$ cat src/rtl/ibex_trace_buffer.sv
// Retirement-trace capture buffer: taps RVFI, stores records in a circular buffer
// with arm/trigger/freeze control. Optional IBEX_TRACE_TIMESTAMP_EN adds a cycle stamp per record.
module ibex_trace_buffer #(
  parameter int unsigned Depth         = 16,
  parameter bit          StopOnFull    = 1'b1,
  parameter int unsigned PostTrigCount = 8
) (
  input  logic        clk_i,
  input  logic        rst_i,
  input  logic        arm_i,
  input  logic        clear_i,
  input  logic        trig_en_i,
  input  logic [31:0] trig_pc_i,
  input  logic        rvfi_valid_i,
  input  logic [31:0] rvfi_pc_rdata_i,
  input  logic [31:0] rvfi_insn_i,
  input  logic [4:0]  rvfi_rd_addr_i,
  input  logic [31:0] rvfi_rd_wdata_i,
  input  logic        rvfi_trap_i,
  input  logic        rvfi_intr_i,
  output logic        out_valid_o,
  input  logic        out_ready_i,
  output logic [31:0] out_pc_o,
  output logic [31:0] out_insn_o,
  output logic [31:0] out_rd_wdata_o,
  output logic [4:0]  out_rd_addr_o,
  output logic        out_trap_o,
  output logic        out_intr_o,
  output logic        out_trig_o,
  output logic [$clog2(Depth):0] level_o,
  output logic [15:0] drop_cnt_o,
`ifdef IBEX_TRACE_TIMESTAMP_EN
  output logic [31:0] out_cycle_o,
`endif
  output logic [1:0]  state_o
);

  localparam int unsigned AW = $clog2(Depth);
  localparam int unsigned LW = AW + 1;

  typedef enum logic [1:0] {
    ST_IDLE   = 2'd0,
    ST_RUN    = 2'd1,
    ST_POST   = 2'd2,
    ST_FROZEN = 2'd3
  } state_e;

  typedef struct packed {
`ifdef IBEX_TRACE_TIMESTAMP_EN
    logic [31:0] cycle;
`endif
    logic [31:0] pc;
    logic [31:0] insn;
    logic [4:0]  rd_addr;
    logic [31:0] rd_wdata;
    logic        trap;
    logic        intr;
    logic        trig;
  } rec_t;

  state_e        state_q, state_d;
  logic [AW-1:0] wr_ptr_q, wr_ptr_d, rd_ptr_q, rd_ptr_d, post_cnt_q, post_cnt_d;
  logic [LW-1:0] level_q, level_d;
  logic [15:0]   drop_cnt_q, drop_cnt_d;
  rec_t          mem_q [Depth];
  rec_t          mem_d [Depth];
  rec_t          rec_in, head;
  logic          capture, trig_hit, full, pop, wr_en, drop;

`ifdef IBEX_TRACE_TIMESTAMP_EN
  logic [31:0] cycle_q, cycle_d;
  assign cycle_d = cycle_q + 32'd1;
`endif

  // Output handshake: a record transfers when out_valid_o && out_ready_i on a rising edge;
  // head fields are held steady while out_valid_o is high and out_ready_i is low.
  assign out_valid_o = (level_q != '0);
  assign pop         = out_valid_o && out_ready_i;
  assign full        = (level_q == LW'(Depth));
  assign capture     = rvfi_valid_i && ((state_q == ST_RUN) || (state_q == ST_POST));
  assign trig_hit    = (state_q == ST_RUN) && trig_en_i && rvfi_valid_i &&
                       (rvfi_pc_rdata_i == trig_pc_i);
  assign wr_en       = capture && (!full || pop || !StopOnFull);
  assign drop        = capture && full && !pop;

  always_comb begin
    rec_in          = '0;
`ifdef IBEX_TRACE_TIMESTAMP_EN
    rec_in.cycle    = cycle_q;
`endif
    rec_in.pc       = rvfi_pc_rdata_i;
    rec_in.insn     = rvfi_insn_i;
    rec_in.rd_addr  = rvfi_rd_addr_i;
    rec_in.rd_wdata = rvfi_rd_wdata_i;
    rec_in.trap     = rvfi_trap_i;
    rec_in.intr     = rvfi_intr_i;
    rec_in.trig     = trig_hit;
  end

  always_comb begin
    state_d    = state_q;
    wr_ptr_d   = wr_ptr_q;
    rd_ptr_d   = rd_ptr_q;
    post_cnt_d = post_cnt_q;
    level_d    = level_q;
    drop_cnt_d = drop_cnt_q;
    for (int i = 0; i < int'(Depth); i++) mem_d[i] = mem_q[i];

    if (clear_i) begin
      state_d    = ST_IDLE;
      wr_ptr_d   = '0;
      rd_ptr_d   = '0;
      post_cnt_d = '0;
      level_d    = '0;
      drop_cnt_d = '0;
      for (int i = 0; i < int'(Depth); i++) mem_d[i] = '0;
    end else begin
      unique case (state_q)
        ST_IDLE: if (arm_i) state_d = ST_RUN;
        ST_RUN: begin
          if (trig_hit) begin
            post_cnt_d = AW'(PostTrigCount);
            state_d    = (PostTrigCount == 0) ? ST_FROZEN : ST_POST;
          end
        end
        ST_POST: begin
          if (capture) begin
            post_cnt_d = post_cnt_q - AW'(1);
            if (post_cnt_q == AW'(1)) state_d = ST_FROZEN;
          end
        end
        default: state_d = ST_FROZEN;
      endcase

      if (wr_en) begin
        mem_d[wr_ptr_q] = rec_in;
        wr_ptr_d        = wr_ptr_q + AW'(1);
      end
      // Overwrite-oldest on a full buffer also pushes the read pointer past the lost record.
      if (pop || (wr_en && full)) rd_ptr_d = rd_ptr_q + AW'(1);
      if (wr_en && !full && !pop) level_d = level_q + LW'(1);
      else if (pop && !wr_en)     level_d = level_q - LW'(1);
      if (drop && (drop_cnt_q != 16'hFFFF)) drop_cnt_d = drop_cnt_q + 16'd1;
    end
  end

  always_ff @(posedge clk_i) begin
    if (rst_i) begin
      state_q    <= ST_IDLE;
      wr_ptr_q   <= '0;
      rd_ptr_q   <= '0;
      post_cnt_q <= '0;
      level_q    <= '0;
      drop_cnt_q <= '0;
      for (int i = 0; i < int'(Depth); i++) mem_q[i] <= '0;
    end else begin
      state_q    <= state_d;
      wr_ptr_q   <= wr_ptr_d;
      rd_ptr_q   <= rd_ptr_d;
      post_cnt_q <= post_cnt_d;
      level_q    <= level_d;
      drop_cnt_q <= drop_cnt_d;
      for (int i = 0; i < int'(Depth); i++) mem_q[i] <= mem_d[i];
    end
  end

`ifdef IBEX_TRACE_TIMESTAMP_EN
  always_ff @(posedge clk_i) begin
    if (rst_i) cycle_q <= '0;
    else       cycle_q <= cycle_d;
  end
  assign out_cycle_o = head.cycle;
`endif

  assign head           = mem_q[rd_ptr_q];
  assign out_pc_o       = head.pc;
  assign out_insn_o     = head.insn;
  assign out_rd_wdata_o = head.rd_wdata;
  assign out_rd_addr_o  = head.rd_addr;
  assign out_trap_o     = head.trap;
  assign out_intr_o     = head.intr;
  assign out_trig_o     = head.trig;
  assign level_o        = level_q;
  assign drop_cnt_o     = drop_cnt_q;
  assign state_o        = state_q;

endmodule

$ cat config.mk
export PLATFORM = sky130hd
export DESIGN_NAME = ibex_trace_buffer
export DESIGN_NICKNAME = d
export VERILOG_FILES = /design/src/rtl/ibex_trace_buffer.sv
export SDC_FILE = /design/constraint.sdc
export NUM_CORES = 2
export LEC_CHECK = 0
export CORE_ASPECT_RATIO = 1.5
export CORE_MARGIN = 3
export CORE_UTILIZATION = 35
export DETAILED_ROUTE_END_ITERATION = 8
export GPL_TIMING_DRIVEN = 1
export SLEW_MARGIN = 20
export SYNTH_ARGS = -nofsm -noshare
export SYNTH_HDL_FRONTEND = slang
export SYNTH_SLANG_ARGS = --single-unit
$ cat constraint.sdc
create_clock -name clk_i -period 5.3 [get_ports clk_i]
set_input_delay 1.06 -clock clk_i [delete_from_list [all_inputs] [get_ports clk_i]]
set_output_delay 1.06 -clock clk_i [all_outputs]
set_load 0.01 [all_outputs]
==> summary.txt <==
Routing
  • Wirelength per Cell: around 24 um
  • Final ANT Viol Nets: 0
  • DR vias/cell: between 5 and 6
  • DRC Markers: 0
  • Wirelength, routed: approximately 260000 um
  • Vias: approximately 60000
  • 1st-iter DRT viols: between 6000 and 7000
  • Pre-antenna DRT Iters: 8

Critical path
  • Worst R2R Path Depth: 9
  • Critical Path Fanout Max: 25
  • Worst Setup End Kind: primary output
  • CP required: ~4.2 ns
  • WS Path Type: flip-flop to primary output
  • Crit-path max cell delay: around 0.73 ns
  • CP dominant cell by count: mux4_2
  • R2R setup slack: 2.15 ns
  • Worst path cell trace: buf_4, mux4_2, mux4_2, clkdlybuf4s50_1
  • Critical Path Source Type: flip-flop
  • WP buf/inv: 2
  • Critical R2R Capture: mem_q[4][16]$_SDFFE_PP0P_
  • R2r startpoint: state_o[0]$_SDFFE_PP0P_
  • Crit path max-delay family: multiplexers
  • Worst path arrival time: approximately 3.9 ns
  • Slowest CP cell: dfxtp_4

Logic synthesis
  • Largest family of logic cells by synthesized area: simple AND/OR/NAND/NOR gates
  • Syn nets: roughly 8500
  • Sequential-to-total area share from yosys stat: approximately 47%
  • Asr flop ratio synth: 0%
  • Top area cells in the synthesized netlist: dfxtp_1 47%, nand2_1 17%, mux4_2 16%
  • Number of flops mapped to enable cells by yosys: 0
  • Synth Area in Adders: less than 1%
  • Cell taking the most area after synthesis: dfxtp_1
  • Yosys reg bits: between 1500 and 2000
  • Top-count cell post-synth: nand2_1
  • Synthesized-area fraction occupied by xor and xnor cells: less than 1%
  • Dominant synthesized flop cell: dfxtp_1
  • Netlist cell types: 45
  • Syn Std Cell Area: 0.0720 mm2
  • Synth Instances: around 8400
  • Synth top cells by count: 3352 x nand2_1, 1703 x dfxtp_1, 1678 x a21oi_1
  • Mux cell area share after synthesis: between 15 and 20%
  • Post-synth top area share: between 40% and 50%
  • Yosys warns: 0
  • Avg Cell Area, Syn: roughly 8.6 um2
  • Simple-Gate Fraction of Synth Area: between 15 and 20%
  • Synth Area in Compound Gates: about an eighth

CTS
  • Clk root buf: clkbuf_16
  • Total CTS buffers: roughly 170
  • CTS max path bufs: 3
  • Post-cts hold buffer count: 0
  • Clock transition at the registers of the reported paths: roughly 0.060 ns
  • Resize count post-CTS: 0
  • Clock sinks: roughly 1700
  • CTS HTree Levels: 4
  • Later-pin clock latency in the skew report: just over 0.8 ns
  • CTS tree: done
  • Post-CTS Setup Bufs: 0

Die
  • Initial Utilization: about a third
  • Die area: around 0.21 mm2
  • Placeable Area: just over 0.2 mm2
  • Die width: 376 um
  • Die Span Y: about 560 um
  • FP Rows: 203
  • IO Count: 270

Hold path
  • Hold EP: mem_q[6][68]$_SDFFE_PP0P_
  • Hold Crit Class: flip-flop to flip-flop
  • HP Start: mem_q[6][68]$_SDFFE_PP0P_
  • Worst hold path depth: 2

Pwr
  • Switching power: a little over 0.006 W
  • Power density over the cells: ~320 mW/mm2
  • Pwr Total: 0.0260 W
  • Leak: 23.9 nW
  • Flop pwr share: about half
  • Comb pwr share: under 10%
  • VDD IR max: 0.000311 V
  • P_int: 0.0199 W
  • Sw frac: between 20% and 30%
  • Clock power share: 45.9%

STA
  • Min Tclk post-route: a little under 5 ns
  • Slew @ Worst Pin: ~1.2 ns
  • Setup violators final: 0
  • Setup TNS: 0 ns
  • Slew Limit Headroom: between 20% and 30%
  • Fmax: about 200 MHz
  • Crit share post-route: 92.6%
  • RSZ-0062 raised after global routing: false
  • Slew Viols, Final: 0
  • Hold Violations, Final: 0
  • Worst Skew: between 0.02 and 0.025 ns

Global route
  • Initial antenna violation count: 31
  • Total GRT Usage: 23.6%
  • Largest net degree at the start of global routing: between 150 and 200
  • Total grt overflow: 0
  • Vias in the first global route: roughly 59000
  • First-pass GRT wire length: approximately 380000 um

Placed design
  • I/O Buffers: 269
  • Hpwl dp: 135000 um
  • Routability cong.: between 0.7 and 0.8

Cells and area
  • Fill cells: around 20000
  • Layout cells sized above 1: a little under an eighth
  • Final net count: roughly 8000
  • Area delta synth->final: 14.2%

Outcome
  • Status: completed

Run
  • Maxcap violations: 0
## cell type report
cell class                      instances  area, um2  area share [%]
Multi-Input combinational cell       5769      34500            42.0
Sequential cell                      1703      34100            41.5
Clock buffer                          252       4930            6.00
Timing Repair Buffer                  426       4730            5.76
Tap cell                             2665       3330            4.06
Clock inverter                         37        488           0.594
Inverter                               12       45.0          0.0548
Antenna cell                           17       42.5          0.0518
## worst register-to-register path, cell delays in order (launching register included)
cell	delay (ns)
dfxtp_1	0.39
inv_1	0.11
ha_1	0.30
nand2_1	0.13
a21oi_4	0.36
buf_4	0.45
nand3_4	0.29
buf_4	0.51
nand2_1	0.34
a21oi_1	0.09
## state kept, by name, indices dropped and copies added (netlist names), named ones only
register / count
rd_ptr_q: 4
drop_cnt_o: 16
level_o: 5
wr_ptr_q: 4
mem_q: 1664
state_o: 2
post_cnt_q: 4
## power groups by stage
stage	Clock [W]	Combinational, W	Sequential [W]
2_1_floorplan	0	0.000770	0.0131
3_3_place_gp	0	0.00119	0.0131
3_5_place_dp	0	0.00120	0.0131
4_1_cts	0.0121	0.00120	0.0128
5_1_grt	0.0125	0.00129	0.0128
6_report	0.0119	0.00120	0.0128
## kinds of logic after synthesis
logic type | Yosys count
XOR/XNOR | 58
AO/OA/AOI/OAI | 1697
AND/OR/NAND/NOR | 3479
flip-flops | 1703
adder cells (fa/ha/maj) | 14
buffers and inverters | 884
multiplexers | 521
## worst max path at each step
stage / cells past startpoint / slack [ns] / start / to
final: 4 / 0.39 / flip-flop / out_pc_o[27]
after global routing: 4 / 0.27 / flip-flop / out_rd_wdata_o[22]
after CTS: 4 / 0.29 / flip-flop / out_pc_o[28]
after detailed placement: 8 / 0.91 / rvfi_valid_i / mem_q[2][19]$_SDFFE_PP0P_
after global placement: 8 / 0.89 / rvfi_valid_i / mem_q[2][17]$_SDFFE_PP0P_
after floorplan: 4 / 2.13 / flip-flop / out_pc_o[10]
## stage by stage
step / instances / setup slack, ns / utilization [%] / hold slack, ns / cell area [um2]
after floorplan: 8356 / 2.13 / - / 0.429 / 72000
after global placement: 10600 / 0.887 / 37.6 / 0.438 / 76700
after detailed placement: 10600 / 0.911 / 37.6 / 0.443 / 76700
after CTS: 10900 / 0.294 / 40.2 / 0.451 / 82100
after global routing: 10900 / 0.269 / 40.2 / 0.465 / 82100
final: 10900 / 0.390 / 40.2 / 0.449 / 82200
## placed cells by master, fill, tap and decap left out, drive strengths merged, types with 2 or more instances in the layout
cell type	instances
o21ai	5
bufinv	5
diode	17
clkbuf	252
or4	2
buf	157
and2	3
xnor2	22
xor2	36
nor2b	4
clkinvlp	3
dfxtp	1703
or3	2
nor4	6
ha	14
nand4	18
nor3	10
o211ai	2
clkinv	20
o2bb2ai	3
a21oi	1679
inv	21
and4	2
nand3	22
nor2	53
mux4	520
a221oi	2
nand2	3352
nand2b	3
clkdlybuf4s50	269
## metal layers
metal | routed length [um] | global-route usage [%] | vias up | share of wire, %
met3 | 22900 | 5.07 | 632 | 8.9
met1 | 97000 | 28.5 | 29500 | 38
li1 | - | - | 27300 | -
met2 | 124000 | 39.9 | 2811 | 48
met4 | 12100 | 10.9 | 22 | 4.7
met5 | 157 | 0 | - | 0.061
Power figures use the tool's default switching activity.
==> variant (config.mk and constraints unchanged) <==
The parameter `Depth` goes from 16 to 8.
--- a/src/rtl/ibex_trace_buffer.sv
+++ b/src/rtl/ibex_trace_buffer.sv
@@ -1,7 +1,7 @@
 // Retirement-trace capture buffer: taps RVFI, stores records in a circular buffer
 // with arm/trigger/freeze control. Optional IBEX_TRACE_TIMESTAMP_EN adds a cycle stamp per record.
 module ibex_trace_buffer #(
-  parameter int unsigned Depth         = 16,
+  parameter int unsigned Depth         = 8,
   parameter bit          StopOnFull    = 1'b1,
   parameter int unsigned PostTrigCount = 8
 ) (
Interface: changed (resized level_o); port bits go from 270 to 269. No check against the original RTL was run, so the function may have changed too.
==> variant against the original RTL <==
Combinational power shrank 39%. Routed wire length is 54% lower. Final area fell by 47%. Area after synthesis is 48% lower. Worst setup slack better by 470 ps. Power fell by 45%. Final cell count is 47% lower. Sequential cell count is 837 lower. Critical endpoint is now out_insn_o[4]. Largest power group is now the clock network. Highest routed layer unchanged.
==> variant: results (changes against the original RTL) <==
metric;value;unit;change
run status;complete, no violations;;unchanged
synth warn;0;;unchanged
initial antenna violation count;17;;was 31
Initial DRT Pass Iterations;5;;was 8
syn_nets;4498;;was 8512
share of synthesized registers carrying an async set or reset;0;;unchanged
Fin Clk Skew;42.88;ps;was 23.18 ps
CTS H-tree lvls;3;;was 4
switching part of the total;0.2312;;was 0.2333
worst reg2reg endpoint;mem_q[3][27]$_SDFFE_PP0P_;;was mem_q[4][16]$_SDFFE_PP0P_
combinational share of power;0.051;;was 0.046
Yosys cell types;47;;was 45
Slew HR;0.4558;;was 0.2261
R2R Path Start;state_o[1]$_SDFFE_PP0P_;;was state_o[0]$_SDFFE_PP0P_
Clk pwr share;0.488;;was 0.459
global-route wire length before repair;180000;um;was 378200 um
Setup crit end;out_insn_o[4];;was out_pc_o[27]
Worst Path Arrival;3380;ps;was 3850 ps
PnR worst setup slack;856.6;ps;was 390.4 ps
Pleak;13.34;nW;was 23.91 nW
largest net degree at the start of global routing;152;;was 168
post-CTS sizing;0;;unchanged
All-Layer GR Usage;0.2101;;was 0.2356
via count;30400;;was 60.26k
setup slack, reg-to-reg;2330;ps;was 2150 ps
dpl ws;1388;ps;was 911.0 ps
top cells by count, synth;1682 x nand2_1, 866 x dfxtp_1, 847 x a21oi_1;;was 3352 x nand2_1, 1703 x dfxtp_1, 1678 x a21oi_1
layout cell share with drive strength beyond 1;0.1286;;was 0.1173
initial DRC count;2444;;was 6418
synth top area cells;dfxtp_1 47%, nand2_1 17%, mux4_2 13%;;was dfxtp_1 47%, nand2_1 17%, mux4_2 16%
Avg WL per Cell;20.33;um;was 23.57 um
TritonCTS Buffers;89;;was 165
worst hold path class;flip-flop to flip-flop;;unchanged
clock insertion delay at the later pin of the skew report;700;ps;was 820 ps
sequential element share of the synthesized area;0.4655;;was 0.4738
port buffer count;268;;was 269
CP max FO;30;;was 25
Routability Congestion;0.7532;;was 0.7683
Max VDD drop;0.3088;mV;was 0.3107 mV
DP HPWL;66190;um;was 135200 um
flip-flop count of the largest register after layout;832;;was 1664
-- variant: changes by cell type in the layout (fill, tap and decap cells not counted), sizes merged, moves of 24 or more --
cell and delta:
dfxtp -837, mux4 -312, a21oi -832, nor2 -27, clkbuf -127, xor2 -24
mux2 +104, buf -84, nand2 -1669
-- variant: worst min-delay path by stage --
stage / startpoint / cells after the start / to / slack, ps
CTS: mem_q[3][45]$_SDFFE_PP0P_ / 2 / mem_q[3][45]$_SDFFE_PP0P_ / 450
global route: mem_q[6][101]$_SDFFE_PP0P_ / 2 / mem_q[6][101]$_SDFFE_PP0P_ / 470
finish: mem_q[2][49]$_SDFFE_PP0P_ / 2 / mem_q[2][49]$_SDFFE_PP0P_ / 450
detailed placement: mem_q[3][45]$_SDFFE_PP0P_ / 2 / mem_q[3][45]$_SDFFE_PP0P_ / 440
floorplan: mem_q[2][0]$_SDFFE_PP0P_ / 2 / mem_q[2][0]$_SDFFE_PP0P_ / 430
global placement: mem_q[5][0]$_SDFFE_PP0P_ / 2 / mem_q[5][0]$_SDFFE_PP0P_ / 440
-- variant: layout make-up --
type                    count  area [sq um]
multi-input cells        3022         17840
flip-flops and latches    866         17350
repair buffers            341          3593
fillers                 10420         61030
diodes                     11         27.53
clock inverters            38         586.8
clock buffers             125          2665
well taps                1396          1747
inverters                   8         30.03
-- variant: kinds of logic (layout without fill, tap and decap cells) --
family | after synthesis | after routing | synth area share
flops | 866 | 866 | 0.4655
buf+inv | 456 | 512 | 0.05832
fa+ha+maj | 12 | 12 | 0.004233
other cells | 0 | 11 | 0
compound gates | 872 | 872 | 0.1187
xor+xnor | 46 | 46 | 0.01082
mux | 316 | 316 | 0.1583
simple gates | 1776 | 1776 | 0.1842
-- variant: metrics by stage --
step / instances / cell area [sq um] / power [W] / hold WS, ps / utilization
3_3_place_gp: 5633 / 40560 / 0.007432 / 436.0 / 0.3868
5_1_grt: 5803 / 43830 / 0.01467 / 468.0 / 0.4179
3_5_place_dp: 5633 / 40560 / 0.007432 / 443.1 / 0.3868
2_1_floorplan: 4344 / 37240 / 0.007128 / 428.7 / -
6_report: 5807 / 43840 / 0.01422 / 450.8 / 0.4180
4_1_cts: 5796 / 43810 / 0.01438 / 452.0 / 0.4178
-- variant: worst max-delay path: stages (launching register included) --
cell and delay (ps):
dfxtp_4 840, buf_4 480, mux4_2 550, mux2_2 320, clkdlybuf4s50_1 490
-- variant: routing by layer --
metal	track usage	up-vias	wire length (um)	share of wire
met1	0.2604	14800	47690	0.40
li1	-	14420	-	-
met4	0.07781	8	3663	0.031
met5	0	-	56	0.00047
met3	0.03564	202	7538	0.064
met2	0.3654	970	59130	0.50
